[src/rtl/diod_pkg.sv]
// Shared definitions for the diode bias DAC SPI link: FSM state encodings,
// default word width and the minimum SPI phase length in clk cycles.
package diod_pkg;

  localparam int DIOD_DATA_W      = 8;
  localparam int DIOD_SYNC_STAGES = 2;

  // Receiver FSM encodings; 2'd3 is unused and recovers to IDLE.
  localparam logic [1:0] ST_IDLE  = 2'd0;
  localparam logic [1:0] ST_SHIFT = 2'd1;
  localparam logic [1:0] ST_DONE  = 2'd2;

  // Shortest spi_clk phase / ss setup / ss hold the receiver can resolve:
  // the synchronizer depth plus one edge-detect register.
  function automatic int diod_min_phase(input int sync_stages);
    return sync_stages + 1;
  endfunction

  localparam int DIOD_MIN_PHASE = DIOD_SYNC_STAGES + 1;

endpackage

[src/rtl/diod_spi_receiver_if.sv]
// SPI bus between diodController (master) and diod_spi_receiver (slave).
// spi_miso exists only when DIOD_SPI_READBACK_EN is defined.
interface diod_spi_receiver_if;

  logic spi_clk;
  logic spi_ss;
  logic spi_mosi;

`ifdef DIOD_SPI_READBACK_EN
  logic spi_miso;

  modport master (output spi_clk, output spi_ss, output spi_mosi, input spi_miso);
  modport slave  (input spi_clk, input spi_ss, input spi_mosi, output spi_miso);
`else
  modport master (output spi_clk, output spi_ss, output spi_mosi);
  modport slave  (input spi_clk, input spi_ss, input spi_mosi);
`endif

endinterface

[src/rtl/diod_sync.sv]
// Single-bit multi-flop synchronizer with asynchronous active-low reset.
// Resets to 0 so a line that is already low at reset release never shows
// a falling edge.
module diod_sync #(
  parameter int STAGES = 2
) (
  input  logic clk,
  input  logic reset,
  input  logic d,
  output logic q
);

  logic [STAGES-1:0] ff_r;

  // Shift the asynchronous input through the flop chain.
  always_ff @(posedge clk or negedge reset) begin
    if (!reset) begin
      ff_r <= '0;
    end else begin
      ff_r <= {ff_r[STAGES-2:0], d};
    end
  end

  assign q = ff_r[STAGES-1];

endmodule

[src/rtl/diod_spi_receiver.sv]
// SPI mode-0 slave receiver for the diode bias DAC link. Oversamples the
// SPI lines in the clk domain, shifts in DATA_W bits MSB first and updates
// the held voltage code only for frames of exactly DATA_W bits.
// Optional feature macro: DIOD_SPI_READBACK_EN (adds spi_miso readback of
// the current voltage code).
module diod_spi_receiver
  import diod_pkg::*;
#(
  parameter int DATA_W      = DIOD_DATA_W,
  parameter int SYNC_STAGES = DIOD_SYNC_STAGES
) (
  input  logic              clk,
  input  logic              reset,
  diod_spi_receiver_if.slave spi,
  output logic [DATA_W-1:0] voltage,
  output logic              data_valid,
  output logic              frame_error,
  output logic              busy,
  output logic [1:0]        debug_state,
  output logic [3:0]        debug_bit_count
);

  // Count must hold 0..DATA_W+1; DATA_W+1 marks an overrun frame.
  localparam int                CNT_W    = $clog2(DATA_W + 2);
  localparam logic [CNT_W-1:0]  CNT_FULL = CNT_W'(DATA_W);
  localparam logic [CNT_W-1:0]  CNT_OVR  = CNT_W'(DATA_W + 1);
  localparam logic [CNT_W-1:0]  CNT_ONE  = CNT_W'(1);

  // ---------------------------------------------------------------------
  // Input conditioning
  // ---------------------------------------------------------------------
  logic sclk_q_s;
  logic ss_q_s;
  logic mosi_q_s;

  diod_sync #(.STAGES(SYNC_STAGES)) u_sync_sclk (
    .clk  (clk),
    .reset(reset),
    .d    (spi.spi_clk),
    .q    (sclk_q_s)
  );

  diod_sync #(.STAGES(SYNC_STAGES)) u_sync_ss (
    .clk  (clk),
    .reset(reset),
    .d    (spi.spi_ss),
    .q    (ss_q_s)
  );

  diod_sync #(.STAGES(SYNC_STAGES)) u_sync_mosi (
    .clk  (clk),
    .reset(reset),
    .d    (spi.spi_mosi),
    .q    (mosi_q_s)
  );

  logic sclk_d_r;
  logic ss_d_r;

  // Delayed copies of the synchronized lines for edge detection.
  always_ff @(posedge clk or negedge reset) begin
    if (!reset) begin
      sclk_d_r <= 1'b0;
      ss_d_r   <= 1'b0;
    end else begin
      sclk_d_r <= sclk_q_s;
      ss_d_r   <= ss_q_s;
    end
  end

  logic sclk_rise_s;
  logic ss_fall_s;
  logic ss_rise_s;

  assign sclk_rise_s = sclk_q_s & ~sclk_d_r;
  assign ss_fall_s   = ~ss_q_s & ss_d_r;
  assign ss_rise_s   = ss_q_s & ~ss_d_r;

  // ---------------------------------------------------------------------
  // Frame FSM
  // ---------------------------------------------------------------------
  logic [1:0]        state_r,   state_n;
  logic [DATA_W-1:0] shreg_r,   shreg_n;
  logic [CNT_W-1:0]  cnt_r,     cnt_n;
  logic              pend_r,    pend_n;
  logic [DATA_W-1:0] voltage_r, voltage_n;
  logic              dv_r,      dv_n;
  logic              fe_r,      fe_n;
  logic              busy_r;

  // Next-state and datapath decisions for the receive FSM.
  always_comb begin
    state_n   = state_r;
    shreg_n   = shreg_r;
    cnt_n     = cnt_r;
    pend_n    = pend_r;
    voltage_n = voltage_r;
    dv_n      = 1'b0;
    fe_n      = 1'b0;
    case (state_r)
      ST_IDLE: begin
        pend_n = 1'b0;
        if (ss_fall_s || pend_r) begin
          state_n = ST_SHIFT;
          shreg_n = '0;
          cnt_n   = '0;
        end else begin
          state_n = ST_IDLE;
        end
      end
      ST_SHIFT: begin
        pend_n = 1'b0;
        // End of frame has priority over a coincident clock edge.
        if (ss_rise_s) begin
          state_n = ST_DONE;
        end else if (sclk_rise_s) begin
          shreg_n = {shreg_r[DATA_W-2:0], mosi_q_s};
          if (cnt_r != CNT_OVR) begin
            cnt_n = cnt_r + CNT_ONE;
          end else begin
            cnt_n = cnt_r;
          end
        end else begin
          state_n = ST_SHIFT;
        end
      end
      ST_DONE: begin
        state_n = ST_IDLE;
        // A new frame can start while we are still judging the old one.
        pend_n  = ss_fall_s;
        if (cnt_r == CNT_FULL) begin
          voltage_n = shreg_r;
          dv_n      = 1'b1;
        end else if (cnt_r != '0) begin
          fe_n = 1'b1;
        end else begin
          fe_n = 1'b0;
        end
      end
      default: begin
        state_n = ST_IDLE;
        pend_n  = 1'b0;
      end
    endcase
  end

  // Register FSM state, datapath and all outputs.
  always_ff @(posedge clk or negedge reset) begin
    if (!reset) begin
      state_r   <= ST_IDLE;
      shreg_r   <= '0;
      cnt_r     <= '0;
      pend_r    <= 1'b0;
      voltage_r <= '0;
      dv_r      <= 1'b0;
      fe_r      <= 1'b0;
      busy_r    <= 1'b0;
    end else begin
      state_r   <= state_n;
      shreg_r   <= shreg_n;
      cnt_r     <= cnt_n;
      pend_r    <= pend_n;
      voltage_r <= voltage_n;
      dv_r      <= dv_n;
      fe_r      <= fe_n;
      busy_r    <= (state_n == ST_SHIFT);
    end
  end

  assign voltage         = voltage_r;
  assign data_valid      = dv_r;
  assign frame_error     = fe_r;
  assign busy            = busy_r;
  assign debug_state     = state_r;
  assign debug_bit_count = 4'(cnt_r);

`ifdef DIOD_SPI_READBACK_EN
  // ---------------------------------------------------------------------
  // Readback: shift the held code out on spi_miso, MSB first.
  // ---------------------------------------------------------------------
  logic              sclk_fall_s;
  logic [DATA_W-1:0] rb_r;

  assign sclk_fall_s = ~sclk_q_s & sclk_d_r;

  // Load on frame start (using the code that is about to be held, so a
  // back-to-back frame reads the freshest value), shift on each clock fall.
  always_ff @(posedge clk or negedge reset) begin
    if (!reset) begin
      rb_r <= '0;
    end else if (ss_fall_s) begin
      rb_r <= voltage_n;
    end else if (ss_q_s) begin
      rb_r <= '0;
    end else if (sclk_fall_s) begin
      rb_r <= {rb_r[DATA_W-2:0], 1'b0};
    end else begin
      rb_r <= rb_r;
    end
  end

  assign spi.spi_miso = rb_r[DATA_W-1];
`endif

endmodule
[src/flat_wrapper.sv]
// flat-port wrapper written by rule: the top's interface ports become plain ports
module diod_spi_receiver_flat import diod_pkg::*;
#(
  parameter int DATA_W      = DIOD_DATA_W,
  parameter int SYNC_STAGES = DIOD_SYNC_STAGES
)
  (clk, reset, voltage, data_valid, frame_error, busy, debug_state, debug_bit_count, spi_spi_clk, spi_spi_ss, spi_spi_mosi);
  diod_spi_receiver_if spi_i ();
  input  logic clk;
  input  logic reset;
  output logic [DATA_W-1:0] voltage;
  output logic data_valid;
  output logic frame_error;
  output logic busy;
  output logic [1:0] debug_state;
  output logic [3:0] debug_bit_count;
  input wire logic [$bits(spi_i.spi_clk)-1:0] spi_spi_clk;
  input wire logic [$bits(spi_i.spi_ss)-1:0] spi_spi_ss;
  input wire logic [$bits(spi_i.spi_mosi)-1:0] spi_spi_mosi;
  assign spi_i.spi_clk = spi_spi_clk;
  assign spi_i.spi_ss = spi_spi_ss;
  assign spi_i.spi_mosi = spi_spi_mosi;
  diod_spi_receiver #(.DATA_W(DATA_W), .SYNC_STAGES(SYNC_STAGES)) u_core (.clk(clk), .reset(reset), .spi(spi_i), .voltage(voltage), .data_valid(data_valid), .frame_error(frame_error), .busy(busy), .debug_state(debug_state), .debug_bit_count(debug_bit_count));
endmodule
[config.mk]
export PLATFORM = sky130hd
export DESIGN_NAME = diod_spi_receiver_flat
export DESIGN_NICKNAME = d
export VERILOG_FILES = /design/src/rtl/diod_pkg.sv /design/src/rtl/diod_spi_receiver_if.sv /design/src/rtl/diod_sync.sv /design/src/rtl/diod_spi_receiver.sv /design/src/flat_wrapper.sv
export SDC_FILE = /design/constraint.sdc
export NUM_CORES = 1
export LEC_CHECK = 0
export BUFFER_PORTS_ARGS = -buffer_cell sky130_fd_sc_hd__clkbuf_2
export CORE_MARGIN = 2
export CORE_UTILIZATION = 50
export CTS_BUF_LIST = sky130_fd_sc_hd__clkbuf_2 sky130_fd_sc_hd__clkbuf_4 sky130_fd_sc_hd__clkbuf_8
export DETAILED_ROUTE_END_ITERATION = 8
export PLACE_DENSITY = 0.72
export RECOVER_POWER = 100
export SLEW_MARGIN = 15
export SYNTH_ARGS = -nofsm -noshare
export SYNTH_HDL_FRONTEND = slang
export SYNTH_HIERARCHICAL = 1
export SYNTH_SLANG_ARGS = --single-unit
export TNS_END_PERCENT = 10
[constraint.sdc]
create_clock -name clk -period 4.5 [get_ports clk]
set_clock_uncertainty 0.1 [all_clocks]
set_input_delay 0.9 -clock clk [delete_from_list [all_inputs] [get_ports clk]]
set_output_delay 0.9 -clock clk [all_outputs]
set_load 0.01 [all_outputs]
==> out/results.txt <==
Clk pin slew, worst setup/hold paths -> 100 ps
DP HPWL -> 1.45 mm
Unique masters post-synth -> 26
Syn. warnings -> 6
core area -> 2500 sq um
Seq cells post-synth -> 34
critical path, cell by cell -> and2b_1 -> nand4b_1 -> nand2_1 -> mux2i_1
Hold Buf Count CTS -> 0
vias per cell -> 5.07
Synth top area share -> 64.4%
CTS buffer count -> 5
input/output buffers -> 21
sequential share of the synthesized area -> 64.4%
largest net degree at the start of global routing -> 35
most frequent cells in the layout -> 34 x dfrtp_1, 22 x nand2_1, 18 x clkbuf_1, 11 x inv_1
setup TNS -> 0 ps
ANT cells -> 0
total grt overflow -> 0
critical path depth -> 4
number of global-route vias before repair -> 821
Clock Path Buffers -> 2
Final Setup Violations -> 0
Worst IR Drop VDD -> 0.288 mV
Syn Area/Cell -> 11.8 sq um
hold depth -> 0
Crit path arrival time -> 2450 ps
cells on worst reg2reg path -> 4
Final Net Count -> 146
share of layout cells above drive strength 1 -> 8.63%
GPL Wtd Cong -> 0.760
via count -> 856
worst skew pair latency -> 330 ps
CP max FO -> 14
max cap viols -> 1
Post-Syn Instances -> 112
Slowest cell on crit path -> nand2_1
CP delay by family, top -> simple AND/OR/NAND/NOR gates
Syn Nets -> 120
Buf/Inv on CP -> 0
pwr dens -> 462 nW/um^2
Leakage -> 0.689 nW
area delta synth->final -> 11.9%
DRC -> 0
status -> finished with violations
Fillers -> 213
CTS tree -> done
Setup Buffers After CTS -> 0
CP endpoint kind -> flip-flop
Sink Count -> 34
CTS root buffer -> clkbuf_4
H-tree Lvls -> 2
first-pass GRT wire length -> 3.76 mm
Die Y -> 55.4 microns
DR iter-0 viols -> 17
Routed Wire Length -> 2.16 mm
slew margin rel. -> -14.1%
antenna violations before repair -> 0
Final Hold Viols -> 0
Rows -> 18
Synth area leader -> dfrtp_1
Max Freq -> 0.435 GHz
post-synthesis cell area -> 1320 sq um
I/O Pins -> 22
failing checks -> capacitance limit, slew limit
Avg WL per Cell -> 12.8 microns
Worst Setup Start Kind -> flip-flop
Die ar. -> 3070 sq um
die width -> 55.4 microns
final worst path period need -> 2300 ps
Hold Slack -> 255 ps
unrepaired setup endpoints after global routing -> false
Tcrit/Tclk final -> 51.1%
Worst Tran Pin Value -> 1710 ps
Crit path required time -> 4650 ps
Pins Over Slew Limit -> 35
CP peak stage delay -> 550 ps
critical path class -> flip-flop to flip-flop
Synth area leaders -> dfrtp_1 64%, mux2i_1 6.1%, nand2_1 6.0%
GRT Overall Usage -> 16.3%
post-cts sizing count -> 0
worst min path class -> flip-flop to flip-flop
ANT nets after route -> 0
most common cell after layout, fill and taps aside -> dfrtp_1
Initial Util -> 52.9%
detailed-router iteration count before antenna repair -> 4
==> logic make-up (layout without fill, tap and decap cells) <==
kind of cell | Yosys count | in the layout | synth area share [%]
compound gates | 15 | 15 | 6.91
fa+ha+maj | 3 | 3 | 2.84
buf+inv | 13 | 40 | 3.69
flops | 34 | 34 | 64.4
mux | 8 | 8 | 6.06
simple gates | 39 | 39 | 16.1
==> final timing paths <==
kind	slack, ps	to	startpoint
max in group asynchronous	2410	u_core/shreg_r[0]$_DFFE_PN0P_	reset
setup reg to reg	2200	u_core/shreg_r[4]$_DFFE_PN0P_	u_core/debug_state[1]$_DFF_PN0_
setup / recovery	2200	u_core/shreg_r[4]$_DFFE_PN0P_	u_core/debug_state[1]$_DFF_PN0_
min in group asynchronous	910	u_core/debug_bit_count[3]$_DFFE_PN0P_	reset
hold reg to reg	250	u_core/u_sync_ss/ff_r[1]$_DFF_PN0_	u_core/u_sync_ss/ff_r[0]$_DFF_PN0_
hold / removal	250	u_core/u_sync_ss/ff_r[1]$_DFF_PN0_	u_core/u_sync_ss/ff_r[0]$_DFF_PN0_
==> cells in the mapped netlist, drive strengths merged <==
| cell | count |
|---|---|
| dfrtp | 34 |
| nand2 | 22 |
| inv | 11 |
| o21ai | 9 |
| mux2i | 8 |
| ha | 3 |
| nand3 | 3 |
| nor2 | 3 |
| clkbuf | 2 |
| nand4b | 2 |
| nor2b | 2 |
| nor3b | 2 |
| a21oi | 1 |
| a22oi | 1 |
| a2bb2oi | 1 |
| a31oi | 1 |
| and2b | 1 |
| and3b | 1 |
| nand2b | 1 |
| nand3b | 1 |
| o21ba | 1 |
| o2bb2ai | 1 |
| or4b | 1 |
==> routing by layer <==
metal	track usage (%)	vias to the layer above	wire, microns
li1	-	423	-
met1	20.9	410	996
met2	24.0	18	1030
met3	7.03	5	107
met4	7.32	0	24
met5	0	-	0
==> per-stage QoR <==
step	total power (W)	cell area [sq um]	instances	setup WS, ps	utilization, %
2_1_floorplan	0.000469	1320	112	2860	-
3_3_place_gp	0.000517	1460	161	2700	58.3
3_5_place_dp	0.000526	1460	161	2620	58.3
4_1_cts	0.000704	1520	169	2530	60.8
5_1_grt	0.000737	1480	169	2010	59.2
6_report	0.000684	1480	169	2200	59.2
==> final cells by class <==
| class | count | area [sq um] | share of cell area [%] |
|---|---|---|---|
| sequential | 34 | 851 | 57.5 |
| multi-input combinational | 65 | 403 | 27.2 |
| timing repair buffer | 21 | 82.6 | 5.58 |
| clock buffer | 7 | 58.8 | 3.98 |
| inverter | 11 | 41.3 | 2.79 |
| tap | 30 | 37.5 | 2.54 |
| clock inverter | 1 | 5.00 | 0.338 |
==> state kept, by name, summed over array words and instances (netlist names), 2 cells and up <==
name                     cells
u_core/u_sync_sclk/ff_r      2
u_core/debug_bit_count       4
u_core/voltage               8
u_core/u_sync_mosi/ff_r      2
u_core/u_sync_ss/ff_r        2
u_core/shreg_r               8
u_core/debug_state           2
==> worst reg2reg max path, stage by stage, from the launching register on <==
cell and delay [ps]:
dfrtp_1 440, and2b_1 540, nand4b_1 340, nand2_1 550, mux2i_1 260
==> where the power goes <==
group | switching, W | internal, W | total, W | leakage, nW
sequential | 0.0000321 | 0.000339 | 0.000371 | 0.448
combinational | 0.0000848 | 0.0000522 | 0.000137 | 0.203
clock | 0.0000945 | 0.0000817 | 0.000176 | 0.0387
(Power assumes the default switching activity.)
